[config.mk]
export PLATFORM = sky130hd
export DESIGN_NAME = mem_port_arbiter
export DESIGN_NICKNAME = d
export VERILOG_FILES = /design/src/rtl/mem_port_arbiter.sv
export SDC_FILE = /design/constraint.sdc
export NUM_CORES = 1
export LEC_CHECK = 0
export ABC_AREA = 1
export BUFFER_PORTS_ARGS = -buffer_cell sky130_fd_sc_hd__buf_2
export CAP_MARGIN = 20
export CELL_PAD_IN_SITES_DETAIL_PLACEMENT = 0
export CELL_PAD_IN_SITES_GLOBAL_PLACEMENT = 1
export CORE_ASPECT_RATIO = 1.75
export CORE_MARGIN = 2
export CORE_UTILIZATION = 25
export CTS_CLUSTER_SIZE = 12
export DETAILED_ROUTE_END_ITERATION = 16
export PLACE_DENSITY_LB_ADDON = 0.1
export SYNTH_ARGS = -nofsm -noshare
export SYNTH_HDL_FRONTEND = slang
export SYNTH_SLANG_ARGS = --single-unit
[constraint.sdc]
create_clock -name clk_in -period 4.3 [get_ports clk_in]
set_clock_uncertainty 0.15 [all_clocks]
set_input_delay 0.215 -clock clk_in [delete_from_list [all_inputs] [get_ports clk_in]]
set_output_delay 0.215 -clock clk_in [all_outputs]
set_load 0.05 [all_outputs]
[src/rtl/mem_port_arbiter.sv]
// mem_port_arbiter: shares one single-ported memory between instruction fetch
// and the data stage. One transfer in flight at a time; data side wins ties
// except that fetch is forced through after MAX_DM back-to-back data grants.
// Every output comes from a flop, so no input reaches an output combinationally.
module mem_port_arbiter #(
  parameter int WIDTH  = 32,
  parameter int MAX_DM = 3
) (
  input  logic             clk_in,
  input  logic             rst_in,
  input  logic             if_req_in,
  input  logic [WIDTH-1:0] if_addr_in,
  output logic             if_gnt_out,
  output logic             if_valid_out,
  output logic [WIDTH-1:0] if_data_out,
  input  logic             dm_req_in,
  input  logic             dm_we_in,
  input  logic [WIDTH-1:0] dm_addr_in,
  input  logic [WIDTH-1:0] dm_wdata_in,
  output logic             dm_gnt_out,
  output logic             dm_valid_out,
  output logic [WIDTH-1:0] dm_rdata_out,
  output logic             mem_req_out,
  output logic             mem_we_out,
  output logic [WIDTH-1:0] mem_addr_out,
  output logic [WIDTH-1:0] mem_wdata_out,
  input  logic [WIDTH-1:0] mem_rdata_in,
  input  logic             mem_ack_in,
  output logic             busy_out
);

  typedef enum logic [1:0] {IDLE, IF_BUSY, DM_BUSY} state_t;

  // The streak counter is 4 bits wide, so MAX_DM is capped at 15.
  localparam logic [3:0] STREAK_MAX = 4'(MAX_DM);

  state_t     state, state_nxt;
  logic [3:0] streak, streak_nxt;
  logic       win_if, win_dm;
  logic       done_if, done_dm;

  // State and starvation counter.
  always_ff @(posedge clk_in) begin
    if (!rst_in) begin
      state  <= IDLE;
      streak <= '0;
    end else begin
      state  <= state_nxt;
      streak <= streak_nxt;
    end
  end

  // Next state: leave IDLE on a grant, return to IDLE on acknowledge.
  always_comb begin
    state_nxt = state;
    case (state)
      IDLE: begin
        if (win_dm)      state_nxt = DM_BUSY;
        else if (win_if) state_nxt = IF_BUSY;
      end
      IF_BUSY, DM_BUSY: if (mem_ack_in) state_nxt = IDLE;
      default: state_nxt = IDLE;
    endcase
  end

  // Arbitration, completion decode and streak update.
  // Data wins unless fetch is waiting and the data streak hit its limit.
  // The streak only grows while fetch is actually being held off.
  always_comb begin
    win_if     = 1'b0;
    win_dm     = 1'b0;
    done_if    = (state == IF_BUSY) && mem_ack_in;
    done_dm    = (state == DM_BUSY) && mem_ack_in;
    streak_nxt = streak;
    if (state == IDLE) begin
      if (dm_req_in && !(if_req_in && streak == STREAK_MAX)) win_dm = 1'b1;
      else if (if_req_in)                                     win_if = 1'b1;
    end
    if (win_if)
      streak_nxt = '0;
    else if (win_dm)
      streak_nxt = !if_req_in ? 4'd0 :
                   (streak == STREAK_MAX) ? streak : streak + 4'd1;
  end

  // Registered handshake pulses, memory command and returned data.
  always_ff @(posedge clk_in) begin
    if (!rst_in) begin
      if_gnt_out    <= 1'b0;
      dm_gnt_out    <= 1'b0;
      if_valid_out  <= 1'b0;
      dm_valid_out  <= 1'b0;
      if_data_out   <= '0;
      dm_rdata_out  <= '0;
      mem_we_out    <= 1'b0;
      mem_addr_out  <= '0;
      mem_wdata_out <= '0;
    end else begin
      if_gnt_out   <= win_if;
      dm_gnt_out   <= win_dm;
      if_valid_out <= done_if;
      dm_valid_out <= done_dm;
      // Write data is captured on every grant; on a fetch it is unused.
      if (win_dm) begin
        mem_we_out    <= dm_we_in;
        mem_addr_out  <= dm_addr_in;
        mem_wdata_out <= dm_wdata_in;
      end else if (win_if) begin
        mem_we_out    <= 1'b0;
        mem_addr_out  <= if_addr_in;
        mem_wdata_out <= dm_wdata_in;
      end
      if (done_if)                dm_rdata_out <= dm_rdata_out;
      if (done_if)                if_data_out  <= mem_rdata_in;
      // Stores complete without disturbing the last load result.
      if (done_dm && !mem_we_out) dm_rdata_out <= mem_rdata_in;
    end
  end

  // The request is held for exactly the BUSY states.
  assign busy_out    = (state != IDLE);
  assign mem_req_out = (state != IDLE);

endmodule

==> results.cfg, run 1 <==
[run_status]
status = finished, final reports clean

[grt]
grt.total_usage_pct = 17.5
grt_pass1_wl_um = 31800
busiest_layer = met2
gr-total-overflow = 0
use_met3_pct = 4.44
grt_pass1_vias = 6259
grt_start_max_net_pins = 48
grt_util_met2_pct = 33.4
antenna_found_initial = 0
globalRouteMet1Util_pct = 17.8

[worst_setup_path]
r2r_start = state[0]
start_kind = flop
r2r_slack_ns = 0.93
crit_path_end_kind = flop
path_max_fanout = 39
reg2reg_to = mem_addr_out[14]
reg2regPathDepth = 11
cp_data_arrival_time_ns = 3.54
worstPathRequired_ns = 4.47
crit_type = reg2reg

[min_path]
hold_start = dm_addr_in[1]
hold_path.class = in2reg
min_to = mem_addr_out[1]
hold_depth = 5

[timing]
rsz0062_at_grt = no
period_share_pct = 78.4
setup_viol = 0
finalHoldViolations = 0
period_needed_ns = 3.37
max-slew-margin-rel_pct = 43.9
worst_pin_slew_ns = 0.841
final_max_slew_viol_count = 0
max_freq_mhz = 296
fin_tns_setup_ns = 0

[logic_synthesis]
avgSynthCellArea_sq_um = 7.48
synth.distinct_cells = 22
synth_nets = 878
ys_top_cells_by_area = dfxtp_1 (50%), nand2_1 (10%), nor2_1 (9.4%)
synth_area_leader_cell = dfxtp_1
synth_top_area_share_pct = 50.3
ys_seq_area_share_pct = 50.3
syn_inst = 740
ys_seq_elements = 139
synth_area_sq_um = 5530
synth-warning-count = 0

[placement]
dp_hpwl_um = 13600
gp_congestion = 0.724
dp.cells = 1261
io_buffers = 268

[detailed_routing]
drtPass1Iterations = 4
via_per_inst = 4.29
wl_per_cell_um = 14.4
totalWireLength_um = 20300
dr_total_vias = 6040
first_iter_violations = 232
drtAntennaViolNets = 0
drc = 0

[clock_network]
cts_tree = done
path_clk_slew_ns = 0.06
post_cts_buffers = 0
clockBufferDepth = 2
cts-root-buf = clkbuf_16
insertion_delay_ns = 0.42
ctsResizeCount = 0
h-tree-depth = 4
holdBufCountCts = 115
cts_sinks = 139
cts_made_buffers = 17

[power]
power.density_nw_per_um2 = 473
p_leak_uw = 0.00443
vdd_ir_drop_max_mv = 0.261

[floorplan]
die_area_sq_um = 23400
die_h_um = 201
die_w_um = 116
rows = 72
coreArea_sq_um = 21900
initial_core_util_pct = 25.3
io_pins = 269

[final_layout]
drive_gt1_share_pct = 28.1
nNetsFinal = 1237
area_growth_pct = 59.3
stdcell_count = 1408
n_antenna_cell = 0
fillers = 2366
utilization_pct = 40.3

[job]
cap_violations = 0
-- layout make-up --
cell class,count,area (sq um),share of cell area [%]
clock inverters,6,85.1,0.965
repair buffers,395,2580,29.3
flip-flops and latches,139,2780,31.6
clock buffers,26,499,5.66
well taps,296,370,4.20
inverters,47,176,2.00
multi-input cells,499,2320,26.3
-- critical path: stages, from the launching register on --
cell and delay [ns]:
dfxtp_1 0.33, inv_1 0.09, ha_1 0.14, buf_4 0.38, o21ai_4 0.09, buf_4 0.26
inv_2 0.54, buf_4 0.47, nand3_1 0.12, dlygate4sd3_1 0.58, nand2_1 0.07, inv_1 0.03
-- logic make-up after synthesis --
kind of cell	Yosys count	synth area share, %
simple gates	360	27.0
xor+xnor	1	0.158
buf+inv	102	7.85
compound gates	134	13.8
flops	139	50.3
fa+ha+maj	4	0.905
-- placed cells by master, fill, tap and decap left out --
cell type and count:
ha_1 4, dfxtp_1 139, clkinvlp_4 2, o21ai_1 1, clkinv_2 2, nand2_1 150, buf_2 268, o21ai_4 1
buf_4 12, clkbuf_8 4, nor2_1 137, inv_2 2, inv_1 44, clkbuf_1 5, clkbuf_16 17, nand3_1 37
dlygate4sd3_1 115, clkinv_1 1, nand4_1 33, nor2_2 1, nand2_4 1, nand3_2 1, o21a_1 32, bufinv_16 2
a21oi_1 36, o21ai_0 64, xnor2_1 1
-- per-stage QoR --
step / power (uW) / setup slack [ns] / instance area [sq um] / hold WS [ns]
after global routing: 4390 / 0.641 / 8810 / 0.0272
after CTS: 4240 / 0.916 / 8810 / 0.00113
after global placement: 2630 / 1.51 / 7080 / 0.301
final: 4170 / 0.927 / 8810 / 0.0169
after detailed placement: 2630 / 1.46 / 7080 / 0.302
after floorplan: 2330 / 2.57 / 5530 / 0.200
-- worst max path at each step --
| stage | startpoint | end | slack [ns] |
|---|---|---|---|
| after global placement | state[0] | mem_addr_out[29] | 1.51 |
| after global routing | state[0] | mem_addr_out[14] | 0.64 |
| after detailed placement | state[0] | mem_addr_out[28] | 1.46 |
| final | state[0] | mem_addr_out[14] | 0.93 |
| after CTS | state[0] | mem_addr_out[14] | 0.92 |
| after floorplan | state[0] | mem_req_out | 2.57 |
-- where the power goes --
part	total (uW)	internal [uW]	switching [uW]
registers	1480	1420	63.9
clock network	1470	914	554
logic	1220	369	851
total	4170	2700	1470
-- routing by layer --
layer,vias up,share of wire (%)
met5,-,0
met4,0,2.1
met3,25,5.4
met2,180,54
met1,2727,39
li1,3108,-
-- synth_stat cells (all sizes together) --
library cell,n
nand2,151
dfxtp,139
nor2,138
o21ai,66
inv,46
nand3,38
a21oi,36
clkbuf,35
nand4,33
o21a,32
buf,20
ha,4
clkinv,1
xnor2,1
-- registers in the layout (all words and copies together) (netlist names) --
| name | cells |
|---|---|
| mem_addr_out | 32 |
| dm_valid_out | 1 |
| if_valid_out | 1 |
| dm_rdata_out | 32 |
| streak | 4 |
| mem_we_out | 1 |
| if_data_out | 32 |
| dm_gnt_out | 1 |
| mem_wdata_out | 32 |
| state | 2 |
| if_gnt_out | 1 |
Power figures use the tool's default switching activity.
==> run 2: changes to the inputs <==
==> constraint.sdc (replaced) <==
create_clock -name clk_in -period 3.3 [get_ports clk_in]
set_clock_uncertainty 0.15 [all_clocks]
set_input_delay 0.165 -clock clk_in [delete_from_list [all_inputs] [get_ports clk_in]]
set_output_delay 0.165 -clock clk_in [all_outputs]
set_load 0.05 [all_outputs]
==> results.cfg, run 2 (synthesized netlist as in run 1, its figures left out) <==
[final_layout]
n_antenna_cell = 0
final_common_cell = buf_2
drive_gt1_share_pct = 28.2
utilization_pct = 40.9
area_growth_pct = 61.8
stdcell_count = 1424
nNetsFinal = 1253
final_cell_mix = buf_2 (268), nand2_1 (150), dfxtp_1 (139)
fillers = 2458

[clock_network]
post_cts_buffers = 0
h-tree-depth = 4
insertion_delay_ns = 0.42
cts-root-buf = clkbuf_16
clockBufferDepth = 2
cts_made_buffers = 17
path_clk_slew_ns = 0.06
cts_tree = done
cts_sinks = 139

[grt]
grt_pass1_wl_um = 31700
grt_pass1_vias = 6157
grt_start_max_net_pins = 73
grt.total_usage_pct = 17.5
antenna_found_initial = 0
gr-total-overflow = 0

[floorplan]
coreArea_sq_um = 21900
die_area_sq_um = 23400
io_pins = 269
die_h_um = 201
rows = 72
initial_core_util_pct = 25.3
die_w_um = 116

[worst_setup_path]
path_max_fanout = 64
crit_path_end_kind = flop
cpMaxStageDelayCell = dlygate4sd3_1
cp_data_arrival_time_ns = 2.83
crit_type = reg2reg
cp_slowest_stage_delay_ns = 0.60
worstPathRequired_ns = 3.47
crit_chain = inv_1, ha_1, buf_4, o21ai_4, inv_2, buf_4, nand3_1, dlygate4sd3_1, nand2_1, inv_1
start_kind = flop

[detailed_routing]
drtAntennaViolNets = 0
wl_per_cell_um = 14.3
drc = 0
first_iter_violations = 263
via_per_inst = 4.30
drtPass1Iterations = 4
dr_total_vias = 6119
totalWireLength_um = 20300

[timing]
whs_ns = 0.0221
max_freq_mhz = 377
period_needed_ns = 2.65
final_max_slew_viol_count = 0
max-slew-margin-rel_pct = 54.1
rsz0062_at_grt = no
worst_pin_slew_ns = 0.688
fin_tns_setup_ns = 0
finalHoldViolations = 0
setup_viol = 0
period_share_pct = 80.4

[power]
power_uw = 5370
vdd_ir_drop_max_mv = 0.333
power.density_nw_per_um2 = 599
p_leak_uw = 0.00447

[placement]
io_buffers = 268
gp_congestion = 0.750
dp_hpwl_um = 13600
dp.cells = 1262

[job]
cap_violations = 0

[min_path]
hold_path.class = in2reg

[run_status]
status = finished, final reports clean
-- run 2: path summary, 6_finish.rpt --
check	cells after the start	from	endpoint	slack, ns
max	10	state[0]	mem_addr_out[27]	0.65
min	5	dm_addr_in[5]	mem_addr_out[5]	0.02
max reg2reg	10	state[0]	mem_addr_out[27]	0.65
min reg2reg	2	mem_wdata_out[23]	mem_wdata_out[23]	0.31
-- run 2: layer usage --
layer | part of all wire, % | track usage, %
met3 | 5.7 | 4.71
met5 | 0 | 0
met1 | 38 | 18.2
met2 | 54 | 32.4
met4 | 2.4 | 6.46
-- run 2: what timing repair did --
action                     CTS  global route
resized for setup            0             0
hold endpoints to repair   134             0
setup endpoints to repair    0             0
hold buffers               130             0
-- run 2: layout make-up --
type	count	area [sq um]	share of cell area [%]
Clock buffer	22	484	5.41
Clock inverter	10	67.6	0.755
Inverter	47	176	1.97
Multi-Input combinational cell	499	2320	25.9
Sequential cell	139	2780	31.1
Tap cell	296	370	4.14
Timing Repair Buffer	411	2750	30.8
-- run 2: critical path, delay by kind of cell (launching register included) --
family | cells | cell delay (ns)
AOI/OAI and AO/OA | 1 | 0.09
adders and majority gates | 1 | 0.17
and+or+nand+nor | 2 | 0.22
DFF | 1 | 0.32
buffers and inverters | 6 | 1.57
-- run 2: per-stage QoR --
step	cell area [sq um]	setup WS, ns
after global placement	7100	1.17
after detailed placement	7100	1.13
after floorplan	5530	1.62
after CTS	8950	0.670
final	8950	0.645
after global routing	8950	0.446
-- run 2: report_power, final --
group | switching (uW) | total, uW | internal [uW]
combinational | 1120 | 1640 | 526
clock | 759 | 1800 | 1040
sequential | 79.0 | 1930 | 1850
